<file path="config.mk">
export PLATFORM = sky130hd
export DESIGN_NAME = ps2_scancode_decoder
export DESIGN_NICKNAME = d
export VERILOG_FILES = /design/src/rtl/ps2_scancode_decoder.sv
export SDC_FILE = /design/constraint.sdc
export NUM_CORES = 1
export LEC_CHECK = 0
export CORE_MARGIN = 3
export CORE_UTILIZATION = 50
export DETAILED_ROUTE_END_ITERATION = 7
export PLACE_DENSITY = 0.69
export SYNTH_ARGS = -nofsm -noshare
export SYNTH_HDL_FRONTEND = slang
export SYNTH_SLANG_ARGS = --single-unit
</file>
<file path="constraint.sdc">
create_clock -name clk -period 4.65 [get_ports clk]
set_input_delay 0.93 -clock clk [delete_from_list [all_inputs] [get_ports clk]]
set_output_delay 0.93 -clock clk [all_outputs]
set_load 0.1 [all_outputs]
</file>
<file path="src/rtl/ps2_scancode_decoder.sv">
// PS/2 Set-2 scancode to ASCII decoder with prefix FSM, shift tracking and output FIFO.
// Optional caps-lock support is enabled by defining KBD_CAPSLOCK_EN.
module ps2_scancode_decoder #(
    parameter int FIFO_DEPTH = 8,
    parameter int DROP_W     = 8
) (
    input  logic              clk,
    input  logic              rst,
    input  logic [7:0]        code,
    input  logic              code_vld,
    output logic [7:0]        out_ascii,
    output logic              out_vld,
    input  logic              out_rdy,
    output logic              shift_o,
    output logic              caps_o,
    output logic [DROP_W-1:0] drop_cnt
);

    localparam int PTR_W = $clog2(FIFO_DEPTH);
    localparam int CNT_W = PTR_W + 1;

    typedef enum logic [1:0] {
        ST_IDLE,
        ST_BREAK,
        ST_EXT,
        ST_EXT_BREAK
    } state_t;

    state_t             state_q, state_d;
    logic               lshift_q, lshift_d;
    logic               rshift_q, rshift_d;
    logic               caps_eff;
    logic [PTR_W-1:0]   wr_ptr_q, wr_ptr_d;
    logic [PTR_W-1:0]   rd_ptr_q, rd_ptr_d;
    logic [CNT_W-1:0]   cnt_q, cnt_d;
    logic [DROP_W-1:0]  drop_q, drop_d;
    logic [7:0]         mem_q [FIFO_DEPTH];

    logic               push;
    logic [7:0]         push_data;
    logic               pop;
    logic               full;
    logic               wr_en;
    logic [8:0]         xlat;

    // Returns {hit, ascii}; letters are upper-cased when upper is set, digits shifted on shift.
    function automatic logic [8:0] translate(input logic [7:0] c, input logic shift,
                                             input logic upper);
        logic [7:0] ch;
        logic       hit;
        ch  = 8'h00;
        hit = 1'b1;
        case (c)
            8'h1C: ch = "a";  8'h32: ch = "b";  8'h21: ch = "c";  8'h23: ch = "d";
            8'h24: ch = "e";  8'h2B: ch = "f";  8'h34: ch = "g";  8'h33: ch = "h";
            8'h43: ch = "i";  8'h3B: ch = "j";  8'h42: ch = "k";  8'h4B: ch = "l";
            8'h3A: ch = "m";  8'h31: ch = "n";  8'h44: ch = "o";  8'h4D: ch = "p";
            8'h15: ch = "q";  8'h2D: ch = "r";  8'h1B: ch = "s";  8'h2C: ch = "t";
            8'h3C: ch = "u";  8'h2A: ch = "v";  8'h1D: ch = "w";  8'h22: ch = "x";
            8'h35: ch = "y";  8'h1A: ch = "z";
            8'h16: ch = shift ? "!" : "1";
            8'h1E: ch = shift ? "@" : "2";
            8'h26: ch = shift ? "#" : "3";
            8'h25: ch = shift ? "$" : "4";
            8'h2E: ch = shift ? "%" : "5";
            8'h36: ch = shift ? "^" : "6";
            8'h3D: ch = shift ? "&" : "7";
            8'h3E: ch = shift ? "*" : "8";
            8'h46: ch = shift ? "(" : "9";
            8'h45: ch = shift ? ")" : "0";
            8'h29: ch = 8'h20;
            8'h5A: ch = 8'h0D;
            8'h66: ch = 8'h08;
            8'h0D: ch = 8'h09;
            8'h76: ch = 8'h1B;
            default: hit = 1'b0;
        endcase
        if (upper && ch >= "a" && ch <= "z") begin
            ch = ch - 8'h20;
        end
        return {hit, ch};
    endfunction

    function automatic logic [DROP_W-1:0] sat_inc(input logic [DROP_W-1:0] v);
        return (&v) ? v : v + DROP_W'(1);
    endfunction

`ifdef KBD_CAPSLOCK_EN
    logic caps_q, caps_d;
    logic caps_held_q, caps_held_d;

    // caps_held suppresses re-toggling on typematic repeats of the caps-lock make code.
    always_comb begin
        caps_d      = caps_q;
        caps_held_d = caps_held_q;
        if (code_vld && code == 8'h58) begin
            if (state_q == ST_IDLE) begin
                if (!caps_held_q) begin
                    caps_d = ~caps_q;
                end
                caps_held_d = 1'b1;
            end else if (state_q == ST_BREAK) begin
                caps_held_d = 1'b0;
            end
        end
    end

    always_ff @(posedge clk) begin
        if (rst) begin
            caps_q      <= 1'b0;
            caps_held_q <= 1'b0;
        end else begin
            caps_q      <= caps_d;
            caps_held_q <= caps_held_d;
        end
    end

    assign caps_eff = caps_q;
`else
    assign caps_eff = 1'b0;
`endif

    assign shift_o = lshift_q | rshift_q;
    assign caps_o  = caps_eff;
    assign xlat    = translate(code, shift_o, shift_o ^ caps_eff);

    always_comb begin
        state_d   = state_q;
        lshift_d  = lshift_q;
        rshift_d  = rshift_q;
        push      = 1'b0;
        push_data = xlat[7:0];
        if (code_vld) begin
            case (state_q)
                ST_IDLE: begin
                    if (code == 8'hF0) begin
                        state_d = ST_BREAK;
                    end else if (code == 8'hE0) begin
                        state_d = ST_EXT;
                    end else if (code == 8'h12) begin
                        lshift_d = 1'b1;
                    end else if (code == 8'h59) begin
                        rshift_d = 1'b1;
                    end else if (xlat[8]) begin
                        push = 1'b1;
                    end
                end
                ST_BREAK: begin
                    if (code == 8'h12) lshift_d = 1'b0;
                    if (code == 8'h59) rshift_d = 1'b0;
                    state_d = ST_IDLE;
                end
                ST_EXT: begin
                    if (code == 8'hF0) begin
                        state_d = ST_EXT_BREAK;
                    end else begin
                        // Only keypad Enter is translated from the extended set.
                        if (code == 8'h5A) begin
                            push      = 1'b1;
                            push_data = 8'h0D;
                        end
                        state_d = ST_IDLE;
                    end
                end
                default: state_d = ST_IDLE;
            endcase
        end
    end

    always_comb begin
        pop      = out_vld & out_rdy;
        full     = (cnt_q == CNT_W'(FIFO_DEPTH));
        wr_en    = push & (~full | pop);
        wr_ptr_d = wr_en ? wr_ptr_q + PTR_W'(1) : wr_ptr_q;
        rd_ptr_d = pop ? rd_ptr_q + PTR_W'(1) : rd_ptr_q;
        cnt_d    = cnt_q + CNT_W'(wr_en) - CNT_W'(pop);
        drop_d   = (push & full & ~pop) ? sat_inc(drop_q) : drop_q;
    end

    always_ff @(posedge clk) begin
        if (rst) begin
            state_q  <= ST_IDLE;
            lshift_q <= 1'b0;
            rshift_q <= 1'b0;
            wr_ptr_q <= '0;
            rd_ptr_q <= '0;
            cnt_q    <= '0;
            drop_q   <= '0;
        end else begin
            state_q  <= state_d;
            lshift_q <= lshift_d;
            rshift_q <= rshift_d;
            wr_ptr_q <= wr_ptr_d;
            rd_ptr_q <= rd_ptr_d;
            cnt_q    <= cnt_d;
            drop_q   <= drop_d;
        end
    end

    // Storage is data only; emptiness is tracked by cnt_q, so no reset is needed here.
    always_ff @(posedge clk) begin
        if (wr_en) begin
            mem_q[wr_ptr_q] <= push_data;
        end
    end

    assign out_vld   = (cnt_q != '0);
    assign out_ascii = out_vld ? mem_q[rd_ptr_q] : 8'h00;
    assign drop_cnt  = drop_q;

endmodule

</file>
* Word-level counts from Yosys, hierarchy flattened
Memory sizes are Yosys's and may differ from the RTL's. A register that Yosys moved wholly into a read port is not among the register bits.
Cells that the tools add are included.
** Word-level totals
- Register bits :: 22
- Bits in writable memories :: 64
- Input port bits :: 12
- Word-level logic and storage cells :: 138
- Memories :: 1
** Operators by class
- Add/subtract/negate cells :: 6
- Order comparisons :: 2
- Eq/ne operators :: 56
- Mux-type cells :: 46
- Bitwise logic cells :: 9
- Reductions and logical operators :: 11
** Memories
- mem_q :: words 8, width 8, read ports 1, clocked after memory_dff 1, wr ports 1, RTL line 37 : logic [7:0] mem_q [FIFO_DEPTH];
** Operator list (count)
- $pmux W7 S41 :: 1
- $eq A8 B6 Y1 const B :: 23
- $eq A8 B7 Y1 const B :: 11
- $eq A8 B5 Y1 const B :: 8
- $mux W8 :: 6
- $reduce_or A41 Y1 :: 1
- $mux W5 :: 8
- $mux W1 :: 20
- $eq A8 B8 Y1 const B :: 2
- $mux W7 :: 2
- $ne A2 B2 Y1 const B :: 7
- $add A8 B1 Y8 const B :: 1
- $eq A8 B4 Y1 const B :: 1
- $ge A8 B7 Y1 const B :: 1
- $le A8 B7 Y1 const B :: 1
- $reduce_and A8 Y1 :: 1
- $sub A8 B6 Y8 const B :: 1
- $reduce_and A7 Y1 :: 1
- $add A3 B1 Y3 const B :: 2
- $mux W2 :: 3
- $mux W3 :: 2
- $pmux W1 S2 :: 3
- $reduce_and A6 Y1 :: 1
- $add A4 B1 Y4 :: 1
- 14 further kinds :: 22

* Longest topological paths before layout
- Word-level depth :: 13
- Depth in mapped cells :: 18
- Depth with buffers taken out :: 14

* Least setup slack after synthesis
OpenSTA, ideal clock, no wires.
- Path type :: input port to flip-flop
- Start point :: input code[5]
- End point :: memory mem_q[2][0], enable pin
- Arrival :: 3.635 ns
- Data required time :: 4.252 ns
- Path slack :: 0.618 ns
- Cell stages on the path :: 10
- Path buffers :: 2
- Path through :: buf_2 or4b_4 o21ai_0 o21a_1 and4bb_4 and3_1 buf_6 nor2_1 inv_2 nor4b_1
** Between the ends
- Longest elaborated chain between the ends :: 13
** Ends and longest elaborated chain
- start: declaration :: RTL line 9 : input logic [7:0] code,
- $eq A8 B7 Y1, or another cell as far along :: RTL line 53, 158
- $reduce_or A41 Y1 (no line)
- $mux W1 :: RTL line 53 : case (c)
- $mux W1 :: RTL line 144 : end else if (xlat[8]) begin
- $mux W1 :: RTL line 142 : end else if (code == 8'h59) begin
- $mux W1 :: RTL line 140 : end else if (code == 8'h12) begin
- $mux W1 :: RTL line 138 : end else if (code == 8'hE0) begin
- $mux W1 :: RTL line 136 : if (code == 8'hF0) begin
- $pmux W1 S2 * :: RTL line 134 : case (state_q)
- $mux W1 * :: RTL line 133 : if (code_vld) begin
- $and A1 B1 Y1 * :: RTL line 173 : wr_en = push & (~full | pop);
- $mux W1 * :: RTL line 202 : if (wr_en) begin
- $mux W1 (implied by the code) * :: RTL line 203 : mem_q[wr_ptr_q] <= push_data;
- end: declaration :: RTL line 37
Every way passes the cells marked *; elsewhere a longest branch is shown, timed or not.

* Final worst setup path
- Start point :: input code[4]
- End point :: register cnt_q[2]
** Between the ends
- Longest elaborated chain between the ends :: 13
** Ends and longest elaborated chain
- $eq A8 B7 Y1, or another cell as far along :: RTL line 53, 158
- $reduce_or A41 Y1 (no line)
- $mux W1 :: RTL line 53
- $mux W1 :: RTL line 144
- $mux W1 :: RTL line 142
- $mux W1 :: RTL line 140
- $mux W1 :: RTL line 138
- $mux W1 :: RTL line 136
- $pmux W1 S2 * :: RTL line 134
- $mux W1 * :: RTL line 133
- $and A1 B1 Y1 * :: RTL line 173
- $add A4 B1 Y4 * :: RTL line 176 : cnt_d = cnt_q + CNT_W'(wr_en) - CNT_W'(pop);
- $sub A4 B1 Y4 * :: RTL line 176
- end signal: assignment :: RTL line 195 : cnt_q <= cnt_d;
- end: declaration :: RTL line 35 : logic [CNT_W-1:0] cnt_q, cnt_d;
Marks and branches as above.
A chain may end at the register's enable or synchronous reset.

==> metrics.yaml <==
ant_nets_after_route: 0
antenna_found_initial: 0
timing_hold_violations_final: 0
ctsHtreeMaxLevel: 3
die_width_um: 104.8
post_synth_instance_area_mm2: 0.004880
crit_fanout: 16
diodes: 0
report.power.total_mw: 2.450
max_cap_violations: 0
synthCells: 430
detail_route.first_pass.iterations: 4
drtIter0Drc: 238
tritoncts: "done"
route.final.wire_length_mm: 11.20
grt_pass1_wl_mm: 18.35
regToRegSetupSlack_ns: 2.08
die_ht_um: 104.8
std_cell_rows: 35
startpoint: "code[4]"
numPortBuffers: 29
holdBufCountCts: 0
powerDensity_mw_per_mm2: 429.4
min_path_cells: 2
postCtsResizedCells: 0
yosys_register_bits: 89
placeableCoreArea_mm2: 0.009371
cts_inserted_buffers: 9
route.detailed.vias_per_inst: 5.908
ctsLongestPathBuffers: 2
netlist.top_cell.by_area: "edfxtp_1"
global_route.overflow_total: 0
status: "complete, no violations"
yosys_warnings: 0
finalSetupTns_ns: 0
r2r_cells: 12
finish.utilization: 0.6089
clock_tree.root_cell: "clkbuf_8"
slew_violations: 0
rr_endpoint: "cnt_q[2]$_SDFF_PP0_"
ys_seq_area_frac: 0.4964
endpoint_kind: "flop"
areaGrowthSynthToFinish_pct: 16.95
final-setup-viol-count: 0
placed_cells: 596
final_min_period_over_clock_period: 0.9065
groute.usage.overall: 0.2082
finalNonFillerCells: 612
rsz_0062_raised_after_global_routing: "false"
fmaxAchievable_mhz: 237.2
detail_route.wl_per_cell_um: 18.30
io_pins: 31
fin_skew_ns: 0.008464
synth.most_common_cell: "edfxtp_1"
floorplan.initialDensity: 0.5207
startpoint_of_the_worst_hold_path: "rd_ptr_q[1]$_SDFFE_PP0P_"
cp.required_ns: 4.86
postSynthNetCount: 453
setup_ws_ns: 0.4350
cts_sinks: 89
setup.worst_path.start_class: "input port"
drc_errors: 0
async_flop_share: 0
dp.final_hpwl_mm: 7.994
design.die.area_mm2: 0.01098
synth_top_area_frac: 0.3938
count_of_different_cell_masters_after_synthesis: 72
post_route_cells_drive_above_1_share: 0.1988
synth.top_cells.by_area: "edfxtp_1 (39%), dfxtp_1 (10%), mux4_2 (7.4%)"
worstSetupPathType: "in -> reg"
globalplace.congestion: 0.9653
final_nets: 501
tightest_pin_transition_ns: 1.002
finalCriticalPeriod_ns: 4.215
edff_count_synth: 64
clk_pin_slew_ns: 0.10
synth_top_flop_cell: "edfxtp_1"
route.vias.total: 3616
p_leak_nw: 1.933
arrival_time_worst_endpoint_ns: 4.43
pre_cts_ws_ns: 0.1052
grt_max_degree: 32
synth_commonest_cells: "edfxtp_1 (64), nor2_1 (44), dfxtp_1 (25), nand2_1 (23)"
max_slew_margin: 0.3296
cts_setup_buffers: 0
worstSkewPairLatency_ns: 0.36
first_global_vias: 3580
irDropWorstVdd_v: 0.0003583
synthesis.area_per_instance_um2: 11.35
crit_reg_reg_startpoint: "cnt_q[2]$_SDFF_PP0_"
worst_hold_path_type: "reg -> reg"
[cell type report]
class                           instances  area, um2
Clock buffer                            9      123.9
Clock inverter                          7      71.32
Fill cell                             800       3665
Inverter                               14      52.55
Multi-Input combinational cell        294       2267
Sequential cell                        89       2422
Tap cell                              129      161.4
Timing Repair Buffer                   70      608.1
[stage by stage]
step           hold slack (ns)  instance area, um2
2_1_floorplan           0.4541                4880
5_1_grt                 0.5364                5707
4_1_cts                 0.5050                5707
3_3_place_gp            0.4727                5512
6_report                0.5022                5707
3_5_place_dp            0.4912                5512
[metal layers]
layer,up-vias,GRT usage,share of wire
met5,-,0,0
met4,0,0.05623,0.012
met3,16,0.02965,0.048
met2,104,0.3579,0.50
met1,1761,0.2764,0.44
li1,1735,-,-
[state kept, by name, indices dropped and copies added (netlist names), named ones only]
name      count
state_q       2
wr_ptr_q      3
drop_cnt      8
lshift_q      1
rshift_q      1
cnt_q         4
mem_q        64
rd_ptr_q      3
[critical path: stages]
cell and delay [ns]:
clkdlybuf4s50_1 0.63, buf_4 0.21, buf_4 0.20, nor2b_1 0.31
a32o_1 0.27, o21bai_1 0.11, and4_1 0.22, and3_1 0.21
nor2_1 0.18, inv_2 0.05, ha_1 0.26, inv_1 0.04
ha_1 0.20, fa_1 0.39, xnor2_1 0.15, nor2_1 0.05
[how the worst max path moves through the flow]
stage                                  to  slack [ns]  depth (start not counted)
finish                cnt_q[2]$_SDFF_PP0_        0.43                         16
global route          cnt_q[2]$_SDFF_PP0_        0.15                         16
CTS                   cnt_q[2]$_SDFF_PP0_        0.49                         16
detailed placement    cnt_q[2]$_SDFF_PP0_        0.11                         16
global placement      cnt_q[2]$_SDFF_PP0_        0.19                         15
floorplan           mem_q[2][0]$_DFFE_PP_        0.62                         10
[kinds of logic (layout without fill, tap and decap cells)]
kind of cell,after synthesis,after routing,synth area share
other,1,1,0.0007685
AO/OA/AOI/OAI,75,75,0.1074
adder cells (fa/ha/maj),11,11,0.02974
XOR/XNOR,8,8,0.01436
buffers and inverters,47,100,0.04154
flip-flops,89,89,0.4964
AND/OR/NAND/NOR,168,168,0.2039
multiplexers,31,31,0.1059
[report_power, final]
part | switching, mW | internal (mW) | total (mW)
Sequential | 0.0358 | 0.892 | 0.928
Combinational | 0.676 | 0.330 | 1.01
Clock | 0.307 | 0.210 | 0.517
[cell usage in the layout, fill, tap and decap left out, types with 6 or more instances in the layout]
master,synthesis,layout
clkbuf_8,0,9
nor2_1,44,44
nand3_1,17,17
edfxtp_1,64,64
mux2i_1,10,10
clkdlybuf4s50_1,0,28
a21oi_1,16,16
buf_4,1,41
ha_1,10,10
nor2b_1,13,13
nor4_1,7,7
mux4_2,16,16
nor3_1,6,6
inv_1,13,13
and3_1,6,6
o21ai_0,17,17
nand2_1,23,23
dfxtp_1,25,25
nand3b_1,7,7
(Power assumes the default switching activity.)
